===== src/rtl/mac_accumulate.sv =====
// -----------------------------------------------------------------------------
// mac_accumulate
//   Signed dot-product accumulator feeding requantize_relu. Accepts one
//   int8 activation/weight pair per i_valid beat, accumulates VEC_LEN products
//   per output and emits the sum together with the bias captured on the first
//   beat of that vector as a single-cycle o_valid pulse.
//
//   Pipeline: stage 1 registers the product plus first/last/bias tags,
//   stage 2 adds into the accumulator and launches the output registers.
//
// Ports
//   clk       in   rising-edge clock
//   rst       in   asynchronous active-high reset
//   i_clear   in   synchronous abort of the current partial vector (wins over i_valid)
//   i_valid   in   i_data/i_weight/i_bias valid this cycle (no backpressure)
//   i_data    in   DATA_W signed activation
//   i_weight  in   DATA_W signed weight
//   i_bias    in   BIAS_W signed bias, sampled on the first beat of a vector
//   o_valid   out  one-cycle pulse, o_acc/o_bias valid
//   o_acc     out  ACC_W signed dot product (holds between pulses)
//   o_bias    out  BIAS_W bias belonging to o_acc (holds between pulses)
//   o_busy    out  partial vector in flight (count non-zero or stage 1 occupied)
//
// Configuration
//   MAC_SAT_EN  defined: stage-2 add saturates to the signed ACC_W range.
//               undefined: plain two's-complement wrap.
// -----------------------------------------------------------------------------
module mac_accumulate #(
  parameter int DATA_W  = 8,
  parameter int ACC_W   = 32,
  parameter int BIAS_W  = 32,
  parameter int VEC_LEN = 64,
  parameter int CNT_W   = $clog2(VEC_LEN) + 1
) (
  input  logic              clk,
  input  logic              rst,
  input  logic              i_clear,
  input  logic              i_valid,
  input  logic [DATA_W-1:0] i_data,
  input  logic [DATA_W-1:0] i_weight,
  input  logic [BIAS_W-1:0] i_bias,
  output logic              o_valid,
  output logic [ACC_W-1:0]  o_acc,
  output logic [BIAS_W-1:0] o_bias,
  output logic              o_busy
);

  localparam int              PROD_W   = 2 * DATA_W;
  localparam logic [CNT_W-1:0] CNT_LAST = CNT_W'(VEC_LEN - 1);

`ifdef MAC_SAT_EN
  // Signed add with clamp to [-(2**(ACC_W-1)), 2**(ACC_W-1)-1].
  function automatic logic [ACC_W-1:0] sat_add(input logic [ACC_W-1:0] a,
                                               input logic [ACC_W-1:0] b);
    logic [ACC_W:0] s;
    s = {a[ACC_W-1], a} + {b[ACC_W-1], b};
    if (s[ACC_W] != s[ACC_W-1]) begin
      sat_add = s[ACC_W] ? {1'b1, {(ACC_W-1){1'b0}}} : {1'b0, {(ACC_W-1){1'b1}}};
    end else begin
      sat_add = s[ACC_W-1:0];
    end
  endfunction
`endif

  logic [CNT_W-1:0]         cnt_q, cnt_d;
  logic                     p1_valid_q, p1_valid_d;
  logic                     p1_first_q, p1_first_d;
  logic                     p1_last_q, p1_last_d;
  logic signed [PROD_W-1:0] p1_prod_q, p1_prod_d;
  logic [BIAS_W-1:0]        p1_bias_q, p1_bias_d;
  logic [BIAS_W-1:0]        bias_hold_q, bias_hold_d;
  logic [ACC_W-1:0]         acc_q, acc_d;
  logic                     o_valid_q, o_valid_d;
  logic [ACC_W-1:0]         o_acc_q, o_acc_d;
  logic [BIAS_W-1:0]        o_bias_q, o_bias_d;
  logic                     busy_q, busy_d;

  logic signed [PROD_W-1:0] data_ext_s, weight_ext_s;
  logic                     first_s, last_s;
  logic [ACC_W-1:0]         prod_ext_s, acc_base_s, acc_next_s;

  // Stage 1: multiply, tag first/last beat, advance the beat counter.
  always_comb begin
    data_ext_s   = $signed({{DATA_W{i_data[DATA_W-1]}}, i_data});
    weight_ext_s = $signed({{DATA_W{i_weight[DATA_W-1]}}, i_weight});
    first_s      = (cnt_q == {CNT_W{1'b0}});
    last_s       = (cnt_q == CNT_LAST);
    cnt_d        = cnt_q;
    p1_valid_d   = 1'b0;
    p1_first_d   = p1_first_q;
    p1_last_d    = p1_last_q;
    p1_prod_d    = p1_prod_q;
    p1_bias_d    = p1_bias_q;
    bias_hold_d  = bias_hold_q;
    if (i_clear) begin
      cnt_d      = {CNT_W{1'b0}};
      p1_valid_d = 1'b0;
    end else if (i_valid) begin
      p1_valid_d = 1'b1;
      p1_prod_d  = data_ext_s * weight_ext_s;
      p1_first_d = first_s;
      p1_last_d  = last_s;
      // The bias travels with the product so a back-to-back vector can
      // overwrite bias_hold while stage 2 still finishes the previous one.
      p1_bias_d  = first_s ? i_bias : bias_hold_q;
      if (first_s) begin
        bias_hold_d = i_bias;
      end else begin
        bias_hold_d = bias_hold_q;
      end
      cnt_d = last_s ? {CNT_W{1'b0}} : cnt_q + CNT_W'(1);
    end else begin
      cnt_d = cnt_q;
    end
  end

  // Stage 2: accumulate; a first-beat product restarts the sum.
  always_comb begin
    prod_ext_s = {{(ACC_W-PROD_W){p1_prod_q[PROD_W-1]}}, p1_prod_q};
    acc_base_s = p1_first_q ? {ACC_W{1'b0}} : acc_q;
`ifdef MAC_SAT_EN
    acc_next_s = sat_add(acc_base_s, prod_ext_s);
`else
    acc_next_s = acc_base_s + prod_ext_s;
`endif
    acc_d     = acc_q;
    o_valid_d = 1'b0;
    o_acc_d   = o_acc_q;
    o_bias_d  = o_bias_q;
    if (p1_valid_q) begin
      acc_d = acc_next_s;
      if (p1_last_q) begin
        o_valid_d = 1'b1;
        o_acc_d   = acc_next_s;
        o_bias_d  = p1_bias_q;
      end else begin
        o_valid_d = 1'b0;
      end
    end else begin
      acc_d = acc_q;
    end
    busy_d = (cnt_d != {CNT_W{1'b0}}) || p1_valid_d;
  end

  // State and output registers.
  always_ff @(posedge clk or posedge rst) begin
    if (rst) begin
      cnt_q       <= {CNT_W{1'b0}};
      p1_valid_q  <= 1'b0;
      p1_first_q  <= 1'b0;
      p1_last_q   <= 1'b0;
      p1_prod_q   <= {PROD_W{1'b0}};
      p1_bias_q   <= {BIAS_W{1'b0}};
      bias_hold_q <= {BIAS_W{1'b0}};
      acc_q       <= {ACC_W{1'b0}};
      o_valid_q   <= 1'b0;
      o_acc_q     <= {ACC_W{1'b0}};
      o_bias_q    <= {BIAS_W{1'b0}};
      busy_q      <= 1'b0;
    end else begin
      cnt_q       <= cnt_d;
      p1_valid_q  <= p1_valid_d;
      p1_first_q  <= p1_first_d;
      p1_last_q   <= p1_last_d;
      p1_prod_q   <= p1_prod_d;
      p1_bias_q   <= p1_bias_d;
      bias_hold_q <= bias_hold_d;
      acc_q       <= acc_d;
      o_valid_q   <= o_valid_d;
      o_acc_q     <= o_acc_d;
      o_bias_q    <= o_bias_d;
      busy_q      <= busy_d;
    end
  end

  assign o_valid = o_valid_q;
  assign o_acc   = o_acc_q;
  assign o_bias  = o_bias_q;
  assign o_busy  = busy_q;

endmodule


===== config.mk =====
export PLATFORM = sky130hd
export DESIGN_NAME = mac_accumulate
export DESIGN_NICKNAME = d
export VERILOG_FILES = /design/src/rtl/mac_accumulate.sv
export SDC_FILE = /design/constraint.sdc
export NUM_CORES = 1
export LEC_CHECK = 0
export BUFFER_PORTS_ARGS = -buffer_cell sky130_fd_sc_hd__buf_2
export CAP_MARGIN = 5
export CORE_ASPECT_RATIO = 1.25
export CORE_MARGIN = 4
export CORE_UTILIZATION = 58
export DETAILED_ROUTE_END_ITERATION = 16
export GPL_TIMING_DRIVEN = 0
export PLACE_DENSITY = 0.91
export SKIP_CTS_REPAIR_TIMING = 1
export SLEW_MARGIN = 25
export SYNTH_ARGS = -nofsm -noshare
export SYNTH_HDL_FRONTEND = slang
export SYNTH_SLANG_ARGS = --single-unit

===== constraint.sdc =====
create_clock -name clk -period 5.8 [get_ports clk]
set_input_delay 0.29 -clock clk [delete_from_list [all_inputs] [get_ports clk]]
set_output_delay 0.29 -clock clk [all_outputs]
set_load 0.02 [all_outputs]

==> reports/qor.csv <==
metric;value;unit
status;finished clean;
Data arrival, critical path;4.69;ns
final worst setup slack;1.39;ns
setup TNS;0;ns
pin count of the biggest net entering global routing;85;
mux share of post-synthesis cell area;11.6;%
Slew Limit Fails;0;
MaxCap Viol Count;0;
H-Tree Depth;4;
worst slack at placement;1.18;ns
Post-Synth XOR/XNOR Area;3.69;%
clk_skew;0.0143;ns
drc violations;0;
pwr/cell area;451;nW/µm²
drt pass-1 iters;5;
CP cell instances;clkbuf_1, clkbuf_1, nor2b_1, ha_1, a21o_1, a21o_1, a21oi_1, o21ai_0, a2111oi_0, o31ai_1, xnor2_1, o21ai_1;
Post-Syn Instances;1010;
GP Congestion;0.913;
number of global-route vias before repair;8320;
mean area per synthesized cell;10.4;µm²
Initial Util;59.5;%
final hold violations;0;
total power;5.39;mW
min Tclk post-route;4.41;ns
Max Root-Sink Buffers;2;
num rows;54;
Simple-Gate Fraction of Synth Area;14.2;%
Worst-Margin Slew;1.09;ns
Post-Syn Nets;1180;
Seq/Total Area, Yosys;37.3;%
register area;3900;µm²
Post-Place Cell Area;11300;µm²
Int Pwr;3.10;mW
Clk pwr share;20.6;%
Net Sw Frac;42.5;%
area of the multi-input gates;6060;µm²
clock net sink count;156;
IO Pins;118;
fraction of layout cells with a size suffix above 1;23.7;%
Flop pwr share;28.4;%
GRT overflow;0;
overall routing resource usage;25.2;%
cts bufs inserted;17;
CTS clk-pin slew, worst paths;0.07;ns
final hold slack;0.0837;ns
largest area contributor in the netlist;dfrtp_1;
area delta synth->final;14.3;%
Synth Area in Adders;18.1;%
initial DRC count;659;
Yosys reg bits;156;
Vias;8013;
initial antenna violation count;1;
root buf cell;clkbuf_16;
CP Launch Type;register;
Finish-stage setup viols;0;
async set-or-reset flop fraction in the synthesized netlist;100;%
Die Area;20300;µm²
Post-synth top flop;dfrtp_1;
Synth area leaders;dfrtp_1, mux2_2, fa_1, ha_1, nand2_1;
Final ANT Viol Nets;0;
core area;17600;µm²
vias per cell;5.79;
Final Cycle Share;76.0;%
CTS tree;done;
CP max-delay cell;a2111oi_0;
Slew HR;25.3;%
Die Y;158;µm
unique cell type count in the Yosys netlist;68;
complex-gate fraction of the synthesized area;10.4;%
Hold/Removal Path Class;in -> reg;
placed wire-length estimate;18.3;mm
IO buf count;115;
Logic pwr share;51.0;%
Yosys top cell area share;37.3;%
crit-path max FO;10;
routed wire length per instance;18.2;µm
static leakage;6.01;nW
CP required;6.09;ns
Final #Nets;1316;
clk_lat worst skew;0.43;ns
Ys Warns;0;
first-pass GRT wire length;40.7;mm
RSZ-0062 raised after global routing;no;
Sw Pwr;2.29;mW
die width;128;µm
CP endpoint kind;register;
Post-synth top cells;dfrtp_1, nand2_1, mux2_2, inv_1, ha_1;
total wire length;25.3;mm
crit path kind;reg -> reg;
Fmax;0.227;GHz
Finished Cell Area;11900;µm²
VDD IR-drop max;0.000297;V
main combinational cell family by area after synthesis;adder cells;
EDFF count, synth;0;
filler cell count;1271;
CP max stage delay;1.00;ns
Mapped Area;10500;µm²
most numerous cell in the Yosys netlist;dfrtp_1;
==> cell type report <==
type                            count  area share, %
Clock inverter                     15           1.34
Clock buffer                       17           3.56
Antenna cell                        2         0.0419
Timing Repair Buffer              117           5.13
Sequential cell                   156           32.7
Tap cell                          224           2.35
Inverter                           95           3.05
Multi-Input combinational cell    725           50.7
Buffer                             34           1.12
==> routing by layer <==
layer | routed length, µm | GRT usage (%)
met2 | 13600 | 44.9
met3 | 1040 | 4.12
met5 | 0 | 0
met4 | 1240 | 13.5
met1 | 9410 | 29.0
==> critical path: cells and delay by family, from the launching register on <==
family | cells | cell delay, ns
AO/OA/AOI/OAI | 7 | 2.24
buffers and inverters | 2 | 0.87
flip-flops | 1 | 0.37
adder cells (fa/ha/maj) | 1 | 0.37
XOR/XNOR | 1 | 0.31
AND/OR/NAND/NOR | 1 | 0.11
==> kinds of logic after synthesis <==
logic type                 Yosys count
AOI/OAI and AO/OA                  160
xor gates and xnor gates            44
adders and majority gates          118
buffers and inverters              129
DFF                                156
muxes                              108
and+or+nand+nor                    295
==> flip-flops by register name, summed over array words and instances (netlist names) <==
signal and cells:
p1_last_q 1, bias_hold_q 32, p1_prod_q 16, o_busy 1, o_acc 32, p1_first_q 1, cnt_q 7, o_bias 32
acc_q 32, p1_valid_q 1, o_valid 1
==> layout by cell type (no fill, tap or decap), drive strengths merged, types with 5 or more instances in the layout <==
cell type	Yosys	final
a21o	16	16
a21oi	36	36
a31oi	7	7
and2	42	42
and3	7	7
buf	4	120
clkbuf	30	47
clkinv	1	6
dfrtp	156	156
fa	56	56
ha	62	62
inv	94	104
mux2	103	103
mux2i	5	5
nand2	110	110
nand2b	6	6
nand3	9	9
nand4	8	8
nor2	44	44
nor2b	34	34
nor3	13	13
nor3b	6	6
nor4b	5	5
o21a	6	6
o21ai	48	48
o21bai	8	8
o31ai	7	7
xnor2	30	30
xor2	14	14
==> worst paths after layout <==
| path | startpoint | end | slack, ns | cells past startpoint |
|---|---|---|---|---|
| worst max register to register | p1_first_q | acc_q[29] | 1.39 | 12 |
| max in group asynchronous | rst | acc_q[19] | 4.55 | 4 |
| worst max-delay path | p1_first_q | acc_q[29] | 1.39 | 12 |
| worst min-delay path | i_bias[21] | bias_hold_q[21] | 0.08 | 2 |
| worst min register to register | o_acc[28] | o_acc[28] | 0.48 | 2 |
| min in group asynchronous | rst | o_bias[15] | 0.47 | 3 |
==> metrics by stage <==
step	util, %	instances
after floorplan	-	1010
after global placement	64.4	1349
after detailed placement	64.6	1350
after CTS	67.9	1382
after global routing	68.0	1384
final	68.0	1385
==> power groups by stage <==
stage               Combinational, mW  Clock, mW  Sequential, mW
floorplan                        2.04          0            1.54
global placement                 2.55          0            1.51
detailed placement               2.67          0            1.53
CTS                              2.72       1.11            1.52
global route                     3.06       1.16            1.56
finish                           2.75       1.11            1.53
(Power assumes the default switching activity.)
